## config.mk

```make
export PLATFORM = sky130hd
export DESIGN_NAME = mc_control
export DESIGN_NICKNAME = d
export VERILOG_FILES = /design/src/rtl/mc_control_pkg.sv /design/src/rtl/mc_control_wait.sv /design/src/rtl/mc_control.sv
export SDC_FILE = /design/constraint.sdc
export NUM_CORES = 1
export LEC_CHECK = 0
export ABC_CLOCK_PERIOD_IN_PS = 4800
export BUFFER_PORTS_ARGS = -buffer_cell sky130_fd_sc_hd__buf_2
export CAP_MARGIN = 0
export CORE_ASPECT_RATIO = 0.75
export CORE_MARGIN = 1
export CORE_UTILIZATION = 51
export CTS_CLUSTER_DIAMETER = 50
export DETAILED_ROUTE_END_ITERATION = 8
export PLACE_DENSITY = 0.82
export RECOVER_POWER = 25
export SYNTH_ARGS = -nofsm -noshare
export SYNTH_HDL_FRONTEND = slang
export SYNTH_SLANG_ARGS = --single-unit
```

## constraint.sdc

```tcl
create_clock -name clk -period 4.8 [get_ports clk]
set_input_delay 0.96 -clock clk [delete_from_list [all_inputs] [get_ports clk]]
set_output_delay 0.96 -clock clk [all_outputs]
set_load 0.1 [all_outputs]
```

## src/rtl/mc_control_pkg.sv

```systemverilog
// Shared definitions for the multi-cycle control unit: state encoding,
// instruction field codes, ALU operation codes and operand-select codes.
package mc_control_pkg;

    typedef enum logic [3:0] {
        ST_FETCH    = 4'd0,
        ST_DECODE   = 4'd1,
        ST_MRTYPE   = 4'd2,
        ST_MALUIMM  = 4'd3,
        ST_LW       = 4'd4,
        ST_SW       = 4'd5,
        ST_BENEQ    = 4'd6,
        ST_J        = 4'd7,
        ST_JAL      = 4'd8,
        ST_JR       = 4'd9,
        ST_BPCINC   = 4'd10,
        ST_REGPCINC = 4'd11,
        ST_TRAP     = 4'd12
    } state_t;

    // Opcodes (inst[31:26])
    localparam logic [5:0] OP_RTYPE = 6'b000000;
    localparam logic [5:0] OP_ADDI  = 6'b001000;
    localparam logic [5:0] OP_ANDI  = 6'b001100;
    localparam logic [5:0] OP_ORI   = 6'b001101;
    localparam logic [5:0] OP_LW    = 6'b100011;
    localparam logic [5:0] OP_SW    = 6'b101011;
    localparam logic [5:0] OP_BEQ   = 6'b000100;
    localparam logic [5:0] OP_BNE   = 6'b000101;
    localparam logic [5:0] OP_J     = 6'b000010;
    localparam logic [5:0] OP_JAL   = 6'b000011;

    // R-type function codes (inst[5:0])
    localparam logic [5:0] FN_ADD = 6'b100000;
    localparam logic [5:0] FN_SUB = 6'b100010;
    localparam logic [5:0] FN_SLT = 6'b101010;
    localparam logic [5:0] FN_OR  = 6'b100101;
    localparam logic [5:0] FN_AND = 6'b100100;
    localparam logic [5:0] FN_NOR = 6'b100111;
    localparam logic [5:0] FN_JR  = 6'b001000;

    // ALU operations
    localparam logic [3:0] ALU_AND = 4'b0000;
    localparam logic [3:0] ALU_OR  = 4'b0001;
    localparam logic [3:0] ALU_ADD = 4'b0010;
    localparam logic [3:0] ALU_SUB = 4'b0110;
    localparam logic [3:0] ALU_SLT = 4'b0111;
    localparam logic [3:0] ALU_NOR = 4'b1100;

    // Second ALU operand select
    localparam logic [2:0] SEL2_RT      = 3'b000;
    localparam logic [2:0] SEL2_FOUR    = 3'b001;
    localparam logic [2:0] SEL2_ZERO    = 3'b010;
    localparam logic [2:0] SEL2_OFFSET  = 3'b011;
    localparam logic [2:0] SEL2_IMM     = 3'b100;
    localparam logic [2:0] SEL2_TRAPVEC = 3'b101;

    // Trap causes
    localparam logic [1:0] CAUSE_NONE    = 2'b00;
    localparam logic [1:0] CAUSE_ILLEGAL = 2'b01;
    localparam logic [1:0] CAUSE_TIMEOUT = 2'b10;

    // True for the R-type functions executed by the ALU
    function automatic logic funct_is_alu(input logic [5:0] funct);
        return funct inside {FN_ADD, FN_SUB, FN_SLT, FN_OR, FN_AND, FN_NOR};
    endfunction

    // ALU operation for an R-type function code
    function automatic logic [3:0] funct_aluop(input logic [5:0] funct);
        case (funct)
            FN_SUB:  return ALU_SUB;
            FN_SLT:  return ALU_SLT;
            FN_OR:   return ALU_OR;
            FN_AND:  return ALU_AND;
            FN_NOR:  return ALU_NOR;
            default: return ALU_ADD;
        endcase
    endfunction

endpackage

```

## src/rtl/mc_control_wait.sv

```systemverilog
// mc_wait_timer: counts cycles spent waiting for a memory acknowledge.
// The count restarts on 'start'; 'expired' flags the limit-th waiting cycle
// when no acknowledge arrives in it. A limit of zero never expires.
module mc_wait_timer #(
    parameter int WIDTH = 4
) (
    input  logic             clk,
    input  logic             reset,
    input  logic             start,
    input  logic             ack,
    input  logic [WIDTH-1:0] limit,
    output logic             expired
);

    localparam logic [WIDTH-1:0] ONE = WIDTH'(1);

    logic [WIDTH-1:0] count_reg;
    logic [WIDTH-1:0] count_next;
    logic             at_limit;

    // count_reg holds the number of unacknowledged cycles already spent
    assign at_limit = (limit != '0) && (count_reg == limit - ONE);
    assign expired  = at_limit && !ack;

    // Clear on start, otherwise advance on each unacknowledged cycle and
    // saturate so an idle counter never wraps into a false expiry
    always_comb begin
        count_next = count_reg;
        if (start) begin
            count_next = '0;
        end else if (!ack && !at_limit) begin
            count_next = count_reg + ONE;
        end
    end

    // Counter register
    always_ff @(posedge clk or negedge reset) begin
        if (!reset) begin
            count_reg <= '0;
        end else begin
            count_reg <= count_next;
        end
    end

endmodule

```

## src/rtl/mc_control.sv

```systemverilog
// mc_control: multi-cycle CPU control FSM. Drives datapath enables and
// selects, traps on illegal instructions and on memory bus timeouts.
module mc_control
    import mc_control_pkg::*;
#(
    parameter int MEM_TIMEOUT = 8,
    parameter int EN_JAL      = 1
) (
    input  logic        clk,
    input  logic        reset,
    input  logic [31:0] inst,
    input  logic        aluzero,
    input  logic        mem_ack,
    output logic        wpc,
    output logic        wins,
    output logic        wmem,
    output logic        wreg,
    output logic        mem_req,
    output logic        selmemaddr,
    output logic        selext,
    output logic        selalu1,
    output logic [2:0]  selalu2,
    output logic [3:0]  aluop,
    output logic [1:0]  selregwd,
    output logic [1:0]  selregaddr,
    output logic        trap,
    output logic [1:0]  cause,
    output logic [3:0]  state_o
);

    localparam int TW = (MEM_TIMEOUT > 0) ? $clog2(MEM_TIMEOUT + 1) : 1;
    localparam logic [TW-1:0] LIMIT = TW'(MEM_TIMEOUT);

    state_t      state_reg, state_next;
    logic [1:0]  cause_reg, cause_next;
    logic        timer_start;
    logic        timer_expired;
    logic [5:0]  opcode;
    logic [5:0]  funct;
    logic        unused_inst_bits;

    assign opcode           = inst[31:26];
    assign funct            = inst[5:0];
    assign unused_inst_bits = ^inst[25:6];
    assign cause            = cause_reg;
    assign state_o          = state_reg;

    // Restart the wait count whenever a memory-waiting state is entered
    assign timer_start = (state_next != state_reg) &&
                         (state_next inside {ST_FETCH, ST_LW, ST_SW});

    mc_wait_timer #(
        .WIDTH(TW)
    ) u_wait_timer (
        .clk     (clk),
        .reset   (reset),
        .start   (timer_start),
        .ack     (mem_ack),
        .limit   (LIMIT),
        .expired (timer_expired)
    );

    // State and latched trap cause
    always_ff @(posedge clk or negedge reset) begin
        if (!reset) begin
            state_reg <= ST_FETCH;
            cause_reg <= CAUSE_NONE;
        end else begin
            state_reg <= state_next;
            cause_reg <= cause_next;
        end
    end

    // Next-state logic and per-state datapath controls
    always_comb begin
        state_next = state_reg;
        cause_next = cause_reg;
        wpc        = 1'b0;
        wins       = 1'b0;
        wmem       = 1'b0;
        wreg       = 1'b0;
        mem_req    = 1'b0;
        selmemaddr = 1'b0;
        selext     = 1'b0;
        selalu1    = 1'b0;
        selalu2    = SEL2_RT;
        aluop      = ALU_AND;
        selregwd   = 2'b00;
        selregaddr = 2'b00;
        trap       = 1'b0;
        case (state_reg)
            ST_FETCH: begin
                mem_req = 1'b1;
                if (mem_ack) begin
                    wins       = 1'b1;
                    state_next = ST_DECODE;
                end else if (timer_expired) begin
                    state_next = ST_TRAP;
                    cause_next = CAUSE_TIMEOUT;
                end
            end
            ST_DECODE: begin
                state_next = ST_TRAP;
                cause_next = CAUSE_ILLEGAL;
                case (opcode)
                    OP_RTYPE: begin
                        if (funct == FN_JR) begin
                            state_next = ST_JR;
                            cause_next = cause_reg;
                        end else if (funct_is_alu(funct)) begin
                            state_next = ST_MRTYPE;
                            cause_next = cause_reg;
                        end
                    end
                    OP_ADDI, OP_ANDI, OP_ORI: begin
                        state_next = ST_MALUIMM;
                        cause_next = cause_reg;
                    end
                    OP_LW: begin
                        state_next = ST_LW;
                        cause_next = cause_reg;
                    end
                    OP_SW: begin
                        state_next = ST_SW;
                        cause_next = cause_reg;
                    end
                    OP_BEQ, OP_BNE: begin
                        state_next = ST_BENEQ;
                        cause_next = cause_reg;
                    end
                    OP_J: begin
                        state_next = ST_J;
                        cause_next = cause_reg;
                    end
                    OP_JAL: begin
                        if (EN_JAL != 0) begin
                            state_next = ST_JAL;
                            cause_next = cause_reg;
                        end
                    end
                    default: ;
                endcase
            end
            ST_MRTYPE: begin
                wreg       = 1'b1;
                aluop      = funct_aluop(funct);
                state_next = ST_REGPCINC;
            end
            ST_MALUIMM: begin
                wreg       = 1'b1;
                selalu2    = SEL2_IMM;
                selregaddr = 2'b01;
                case (opcode)
                    OP_ANDI: begin
                        aluop  = ALU_AND;
                        selext = 1'b1;
                    end
                    OP_ORI: begin
                        aluop  = ALU_OR;
                        selext = 1'b1;
                    end
                    default: aluop = ALU_ADD;
                endcase
                state_next = ST_REGPCINC;
            end
            ST_LW, ST_SW: begin
                selalu2    = SEL2_IMM;
                aluop      = ALU_ADD;
                selmemaddr = 1'b1;
                mem_req    = 1'b1;
                // A store holds its write strobe except in a timeout cycle
                wmem       = (state_reg == ST_SW) && !timer_expired;
                if (mem_ack) begin
                    if (state_reg == ST_LW) begin
                        wreg       = 1'b1;
                        selregwd   = 2'b01;
                        selregaddr = 2'b01;
                    end
                    state_next = ST_REGPCINC;
                end else if (timer_expired) begin
                    state_next = ST_TRAP;
                    cause_next = CAUSE_TIMEOUT;
                end
            end
            ST_BENEQ: begin
                selalu2 = SEL2_RT;
                aluop   = ALU_SUB;
                if (((opcode == OP_BEQ) && aluzero) || ((opcode == OP_BNE) && !aluzero)) begin
                    state_next = ST_BPCINC;
                end else begin
                    state_next = ST_REGPCINC;
                end
            end
            ST_JAL: begin
                selalu1    = 1'b1;
                selalu2    = SEL2_FOUR;
                aluop      = ALU_ADD;
                selregaddr = 2'b10;
                wreg       = 1'b1;
                state_next = ST_J;
            end
            ST_J, ST_BPCINC: begin
                selalu1    = 1'b1;
                selalu2    = SEL2_OFFSET;
                aluop      = ALU_ADD;
                wpc        = 1'b1;
                state_next = ST_FETCH;
            end
            ST_JR: begin
                selalu2    = SEL2_ZERO;
                aluop      = ALU_ADD;
                wpc        = 1'b1;
                state_next = ST_FETCH;
            end
            ST_REGPCINC: begin
                selalu1    = 1'b1;
                selalu2    = SEL2_FOUR;
                aluop      = ALU_ADD;
                wpc        = 1'b1;
                state_next = ST_FETCH;
            end
            ST_TRAP: begin
                selalu2    = SEL2_TRAPVEC;
                aluop      = ALU_ADD;
                wpc        = 1'b1;
                trap       = 1'b1;
                state_next = ST_FETCH;
            end
            default: state_next = ST_FETCH;
        endcase
    end

endmodule

```

[Word level (Yosys, flattened, before mapping)]
Cells that the tools add are included.
Cells by class
  add/sub/neg operators: 1
  equal/unequal tests: 37
  muxes and demuxes: 37
  reduce and logical (&&, ||, !) cells: 33
Operators with widths (count)
  $eq 6x6->1 const B: 8
  $eq 4x3->1 const B: 7
  $mux 4: 7
  $pmux 4 s7: 1
  $eq 6x4->1 const B: 4
  $pmux 4 s6: 1
  $eq 4x4->1 const B: 5
  $pmux 4 s5: 1
  $mux 1: 16
  $pmux 4 s4: 1
  $pmux 3 s5: 1
  $eq 6x2->1 const B: 2
  $eq 6x3->1 const B: 2
  $pmux 2 s2: 3
  $reduce_or 2->1: 6
  $reduce_or 3->1: 4
  $reduce_or 9->1: 1
  $eq 4x2->1 const B: 2
  $logic_not 4->1: 2
  $mux 2: 4
  $reduce_or 8->1: 1
  $logic_and 1x1->1: 6
  $logic_not 6->1: 1
  $ne 3x3->1 const B: 2
  other kinds (15): 20
Storage, ports and cells
  flip-flop bits (word level): 10
  input bits: 36
  word-level logic and storage cells: 111

[Depth between registers and ports, before layout]
Gate-level depths: netlist of the first run.
  depth in word-level cells: 10
  depth in mapped cells: 8
  depth with buffers taken out: 8

[Hierarchy]
A second synthesis of the first run with hierarchy kept.
Unflattened totals
  cell total of the unflattened synthesis: 197
  area, all modules: 1472.7 um^2
By module, submodules not included
  mc_control: instances 1, cells each 158, area an instance 1112.3 um^2, sequential area each 150.1 um^2
  mc_wait_timer: instances 1, cells each 39, area an instance 360.3 um^2, sequential area each 100.1 um^2

[Worst setup path after synthesis of the first run]
No wires, ideal clock.
  path kind: reg2out
  start point: register state_reg[1] (netlist: state_o[1])
  end point: output port aluop[0]
  arrival: 4861 ps
  data required time: 3840 ps
  path slack: -1021 ps
  stages on the path, launching flop included: 7
  buffers on the path: 2
  cell sequence: dfrtp_1 -> buf_6 -> clkbuf_1 -> nand2_1 -> nor3_1 -> nand2_1 -> o21ai_0
On the way
  longest elaborated chain between the ends: 3
Ends and longest elaborated chain
  start, declared: line mc_control.sv:34  | state_t state_reg, state_next;
  start signal, assigned: line mc_control.sv:69  | state_reg <= state_next;
  $eq 4x3->1 / $eq 4x4->1 (equally long branches): line mc_control.sv:91  | case (state_reg)
  $reduce_or 8->1 (no source line)
  $pmux 4 s4 *: line mc_control.sv:91
  end, declared: line mc_control.sv:23  | output logic [3:0] aluop,
Every way passes the cells marked *; elsewhere a longest branch is shown, timed or not.

[Final worst setup path of the first run]
  start point: register state_reg[0] (netlist: state_o[0])
  end point: output port wmem
On the way
  longest elaborated chain between the ends: 3
Ends and longest elaborated chain
  $eq 4x3->1, on equally long branches: line mc_control.sv:91, mc_control.sv:172
  $reduce_or 2->1 / $logic_and 1x1->1 (equally long branches): line mc_control.sv:91, mc_control.sv:172
  $mux 1 *: line mc_control.sv:91
  end, declared: line mc_control.sv:16  | output logic wmem,
Marked as above.

==> run metrics, run 1 <==
Top Ports=62; initial antenna violation count=0; Rows=15; nets@finish=251; Detailed Route Iter0 Violations=202; Die Ht=46.3 um; synth warn=0; Tot GR Track Use=29.1%; status=finished, final reports clean; fin crit period=3.43 ns; first-pass GRT wire length=6.04 mm; ANT nets after route=0; DIE AREA=0.00283 sq mm; final worst slack=1.37 ns; Post-Place Setup Slack=1.45 ns; clock slew at reported path FFs=0.06 ns; Root Buffer=clkbuf_4; number of synthesized flops with an enable pin=0; Via density=6.20; placed inst area=0.00148 sq mm; ratio of cells with drive above 1 in the final layout=27.7%; slowest CP cell=dfrtp_1; Final Instance Area=0.00151 sq mm; top cell type's share of synthesized area=18.7%; TritonRoute pass-1 iters=4; Core ar.=0.00238 sq mm; Setup Buffers After CTS=0; routed wire length per instance=15.1 um; dpl cells=243; number of hold buffers added after cts=0; Initial Util=56.0%; gpl congestion=0.858; area grow syn2layout=13.3%; Max Root-Sink Buffers=2; crit path DAT=2.47 ns; syn nets=219; worst-path cell chain=inv_1 > or3_1 > nor2_1 > buf_2; dpl hpwl=2.77 mm; Peak Freq=291 MHz; syn avg cell area=7.34 sq um; CTS tree=built; largest cells by area after synthesis=dfrtp_1, nor2_1, o21ai_0; DRC Markers=0; Mapped Area=0.00134 sq mm; Vias=1532; flops & latches, synth=10; post-synthesis instance total=182; flop2flop setup slack=1.94 ns; total clock sinks=10; Seq/Total Area, Yosys=18.7%; htree depth=1; Diodes inserted=0; post-cts sizing count=0; Top FF cell, synth=dfrtp_1; TritonCTS Buffers=3; Async SR Flop Fraction=100%; Synth area leader=dfrtp_1; Setup violations, final=0; period utilisation layout=71.5%; critical path fanouts, max=27; vias in the first global route=1267; CP endpoint kind=output pin; skew final=0.00805 ns; Hold Path Class=reg2reg; CP Launch Type=flip-flop; CP peak stage delay=0.88 ns; insertion delay to the later sink of the worst-skew pair=0.27 ns; Die X=61.1 um; critical path class=reg2out; number of unique standard cell types used by synthesis=57; fin. max-slew vios=0; worst path required time=3.84 ns; Max Cap Violations=0; RSZ-0062 raised after global routing=false; PortBufs=40; GRT overflow=0; Total Wirelength=3.73 mm; largest net degree at the start of global routing=28; final non-filler cell total=247; worst slew pin tran=1.15 ns; Max-Slew Margin vs Limit=23.4%; endpoints failing hold=0
[layer usage]
layer  GRT usage (%)  share of wire, %  wire length, um  vias to the layer above
li1                -                 -                -                      739
met1            40.8                44             1640                      708
met2            46.5                46             1720                       79
met3            6.18               9.1              339                        6
met4            5.00              0.91               34                        0
met5               0                 0                0                        -
[critical path: cells and delay by family, from the launching register on]
kind	cells	cell delay (ns)
buf+inv	2	0.73
flops	1	0.88
simple gates	2	0.59
[area by class of cell]
class                      instances  area [sq um]
timing repair buffer              40           198
multi-input combinational        152           960
inverter                           7          26.3
fill                             229           871
tap                               34          42.5
sequential                        10           250
clock buffer                       4          36.3
[per-stage QoR]
stage                     util, %  hold slack (ns)  setup TNS [ns]
after floorplan                 -            0.513          -0.135
after global placement       62.0            0.487               0
after detailed placement     62.0            0.511               0
after CTS                    63.6            0.534               0
after global routing         63.5            0.555               0
final                        63.5            0.536               0
[synth_stat cells (3+ instances only)]
library cell,instances
nor2_1,27
o21ai_0,15
a21oi_1,13
dfrtp_1,10
nand2_1,8
nor3_1,8
nand3_1,7
inv_1,6
nand2b_1,5
nor2b_1,5
buf_6,4
clkbuf_1,4
a21boi_0,3
a31oi_1,3
and3_1,3
buf_4,3
mux2i_1,3
nand4_1,3
or3_1,3
[cell families (layout without fill, tap and decap cells)]
logic type	Yosys count	in the layout	share of synthesized area (%)
and+or+nand+nor	89	89	37.8
muxes	3	3	2.25
adders and majority gates	1	1	0.937
buffers and inverters	20	51	10.2
DFF	10	10	18.7
other	1	1	0.281
AOI/OAI and AO/OA	55	55	27.8
xor gates and xnor gates	3	3	1.97
[cell usage in the layout (no fill, tap or decap), types with 3 or more instances in the layout]
cell	count
nand4_1	3
nor3_1	7
a21boi_0	3
buf_2	38
nand2_1	8
a21oi_1	13
nor2b_1	5
a31oi_1	3
clkbuf_4	3
dfrtp_1	10
mux2i_1	3
o21ai_0	15
nor2_1	27
nand2b_1	5
and3_1	3
inv_1	6
nand3_1	7
or3_1	3
[path summary, 6_finish.rpt]
path                                           start                                    end  cells past startpoint
worst max-delay path            state_o[0]$_DFF_PN0_                                   wmem                      4
worst min-delay path            cause[1]$_DFFE_PN0P_                   cause[1]$_DFFE_PN0P_                      1
worst max register to register  state_o[0]$_DFF_PN0_  u_wait_timer.count_reg[1]$_DFFE_PN0P_                      7
worst min register to register  cause[1]$_DFFE_PN0P_                   cause[1]$_DFFE_PN0P_                      1
max in group asynchronous                      reset                   state_o[0]$_DFF_PN0_                      1
min in group asynchronous                      reset                   state_o[2]$_DFF_PN0_                      1
Power of run 1 is left out: the tool's default activity adds up to more than one toggle a clock period on the data nets, which glitch-free logic cannot reach.
==> inputs of run 2 (changes only) <==
- ABC_AREA: default -> 1
- ABC_CLOCK_PERIOD_IN_PS: 4800 -> 2900
- CORE_UTILIZATION: 51 -> 42
- PLACE_DENSITY: 0.82 -> 0.73
- clock period: 4.8 -> 2.9 ns (I/O delays scaled with it)
==> run metrics, run 2 <==
DIE AREA=0.00319 sq mm; Max Cap Violations=0; Detailed Route Iter0 Violations=97; TritonCTS Buffers=3; GRT overflow=0; number of synthesized flops with an enable pin=0; synth warn=0; routed wire length per instance=11.2 um; flops & latches, synth=10; Die Ht=49.2 um; most frequent cells in the layout=nand2_1, buf_2, nor2_1; CP Launch Type=flip-flop; area grow syn2layout=34.5%; Vias=1441; RR Endpoint=u_wait_timer.count_reg[1]$_DFFE_PN0P_; first-pass GRT wire length=5.55 mm; TritonRoute pass-1 iters=4; Peak Freq=364 MHz; critical path class=reg2out; Mapped Area=0.00124 sq mm; met1 usage=34.0%; syn avg cell area=5.82 sq um; Total Wirelength=3.28 mm; post-synthesis adder-cell area fraction=1.01%; skew final=0.00143 ns; CTS tree=built; number of unique standard cell types used by synthesis=31; largest cells by area after synthesis=dfrtp_1, nand2_1, nor2_1; Seq/Total Area, Yosys=20.1%; Core ar.=0.00270 sq mm; Top FF cell, synth=dfrtp_1; post-cts sizing count=0; Synth Area in XOR/XNOR=2.11%; insertion delay to the later sink of the worst-skew pair=0.24 ns; DRC Markers=0; total clock sinks=10; RSZ-0062 raised after global routing=false; most frequent cell after synthesis=nand2_1; Synth area leader=dfrtp_1; CP endpoint kind=output pin; post-synthesis instance total=214; crit path DAT=2.17 ns; Via density=4.93; ANT nets after route=0; Setup Buffers After CTS=0; syn nets=251; vias in the first global route=1254; area share of and/or/nand/nor cells after synthesis=52.1%; status=finished, final reports clean; Initial Util=46.1%; top cell type's share of synthesized area=20.1%; GR peak layer=met1; nets@finish=294; ratio of cells with drive above 1 in the final layout=37.5%; R2R depth=11; Hold WS=0.295 ns; gpl congestion=0.872; Max Root-Sink Buffers=2; Max-Slew Margin vs Limit=63.6%; met3 usage=3.27%; flop2flop setup slack=0.96 ns; Top Ports=62; worst slew pin tran=0.546 ns; Die X=64.9 um; critical path fanouts, max=5; htree depth=1; Reg2Reg Launch Point=u_wait_timer.count_reg[0]$_DFFE_PN0P_; clock slew at reported path FFs=0.05 ns; initial antenna violation count=0; period utilisation layout=94.8%; Rows=16; Tot GR Track Use=22.1%; Root Buffer=clkbuf_8; complex-gate fraction of the synthesized area=10.6%; Async SR Flop Fraction=100%; endpoints failing hold=0; GRT met2 Usage=32.8%; most common cell after layout, fill and taps aside=nand2_1; Diodes inserted=0; number of hold buffers added after cts=0; fin. max-slew vios=0; Commonest cells post-synth=nand2_1, nor2_1, inv_1, nand3_1, inv_2; PortBufs=40; dpl hpwl=2.79 mm; fin crit period=2.75 ns; worst path required time=2.32 ns; mux cell area share after synthesis=0.804%; largest net degree at the start of global routing=11; main combinational cell family by area after synthesis=simple AND/OR/NAND/NOR gates; Setup violations, final=0; Hold Path Class=in2async
run 2: cells by family (layout without fill, tap and decap cells):
| kind of cell | Yosys count | in the layout |
|---|---|---|
| multiplexers | 1 | 1 |
| AO/OA/AOI/OAI | 21 | 21 |
| XOR/XNOR | 3 | 3 |
| AND/OR/NAND/NOR | 136 | 136 |
| flip-flops | 10 | 10 |
| buffers and inverters | 41 | 83 |
| adder cells (fa/ha/maj) | 1 | 1 |
| other | 1 | 1 |
run 2: how the worst max path moves through the flow:
| stage | slack (ns) | startpoint | end | cells past startpoint |
|---|---|---|---|---|
| after detailed placement | 0.43 | state_o[2]$_DFF_PN0_ | aluop[2] | 7 |
| after global placement | 0.43 | state_o[2]$_DFF_PN0_ | aluop[2] | 7 |
| after global routing | 0.03 | state_o[2]$_DFF_PN0_ | aluop[2] | 7 |
| final | 0.15 | state_o[2]$_DFF_PN0_ | aluop[2] | 7 |
| after CTS | 0.16 | state_o[2]$_DFF_PN0_ | aluop[2] | 7 |
| after floorplan | -0.31 | state_o[2]$_DFF_PN0_ | wreg | 10 |
run 2: final cells by class:
cell class / count / area [sq um]
timing repair buffer: 40 / 199
multi-input combinational: 163 / 955
clock buffer: 4 / 55.1
tap: 36 / 45.0
sequential: 10 / 265
fill: 270 / 1030
inverter: 39 / 155
run 2: through the flow:
step           instance area, sq um  instances  worst slack, ns  TNS (ns)  utilization (%)
4_1_cts                        1680        292            0.158         0             62.1
3_3_place_gp                   1620        288            0.426         0             60.1
5_1_grt                        1670        292           0.0327         0             61.9
2_1_floorplan                  1390        214           -0.310    -0.762                -
6_report                       1670        292            0.150         0             61.9
3_5_place_dp                   1620        288            0.427         0             60.1
run 2: worst max-delay path, stage by stage, from the launching register on:
cell     delay, ns
dfrtp_4       0.51
nor2_1        0.24
inv_2         0.09
nor2_1        0.26
nand3_1       0.18
nor2_4        0.12
a311o_2       0.11
buf_2         0.42
run 2: per-layer routing:
metal / vias up / wire (um)
li1: 775 / -
met1: 612 / 1770
met4: 0 / 15
met5: - / 0
met3: 2 / 215
met2: 52 / 1280
Power of run 2 is left out for the same reason.
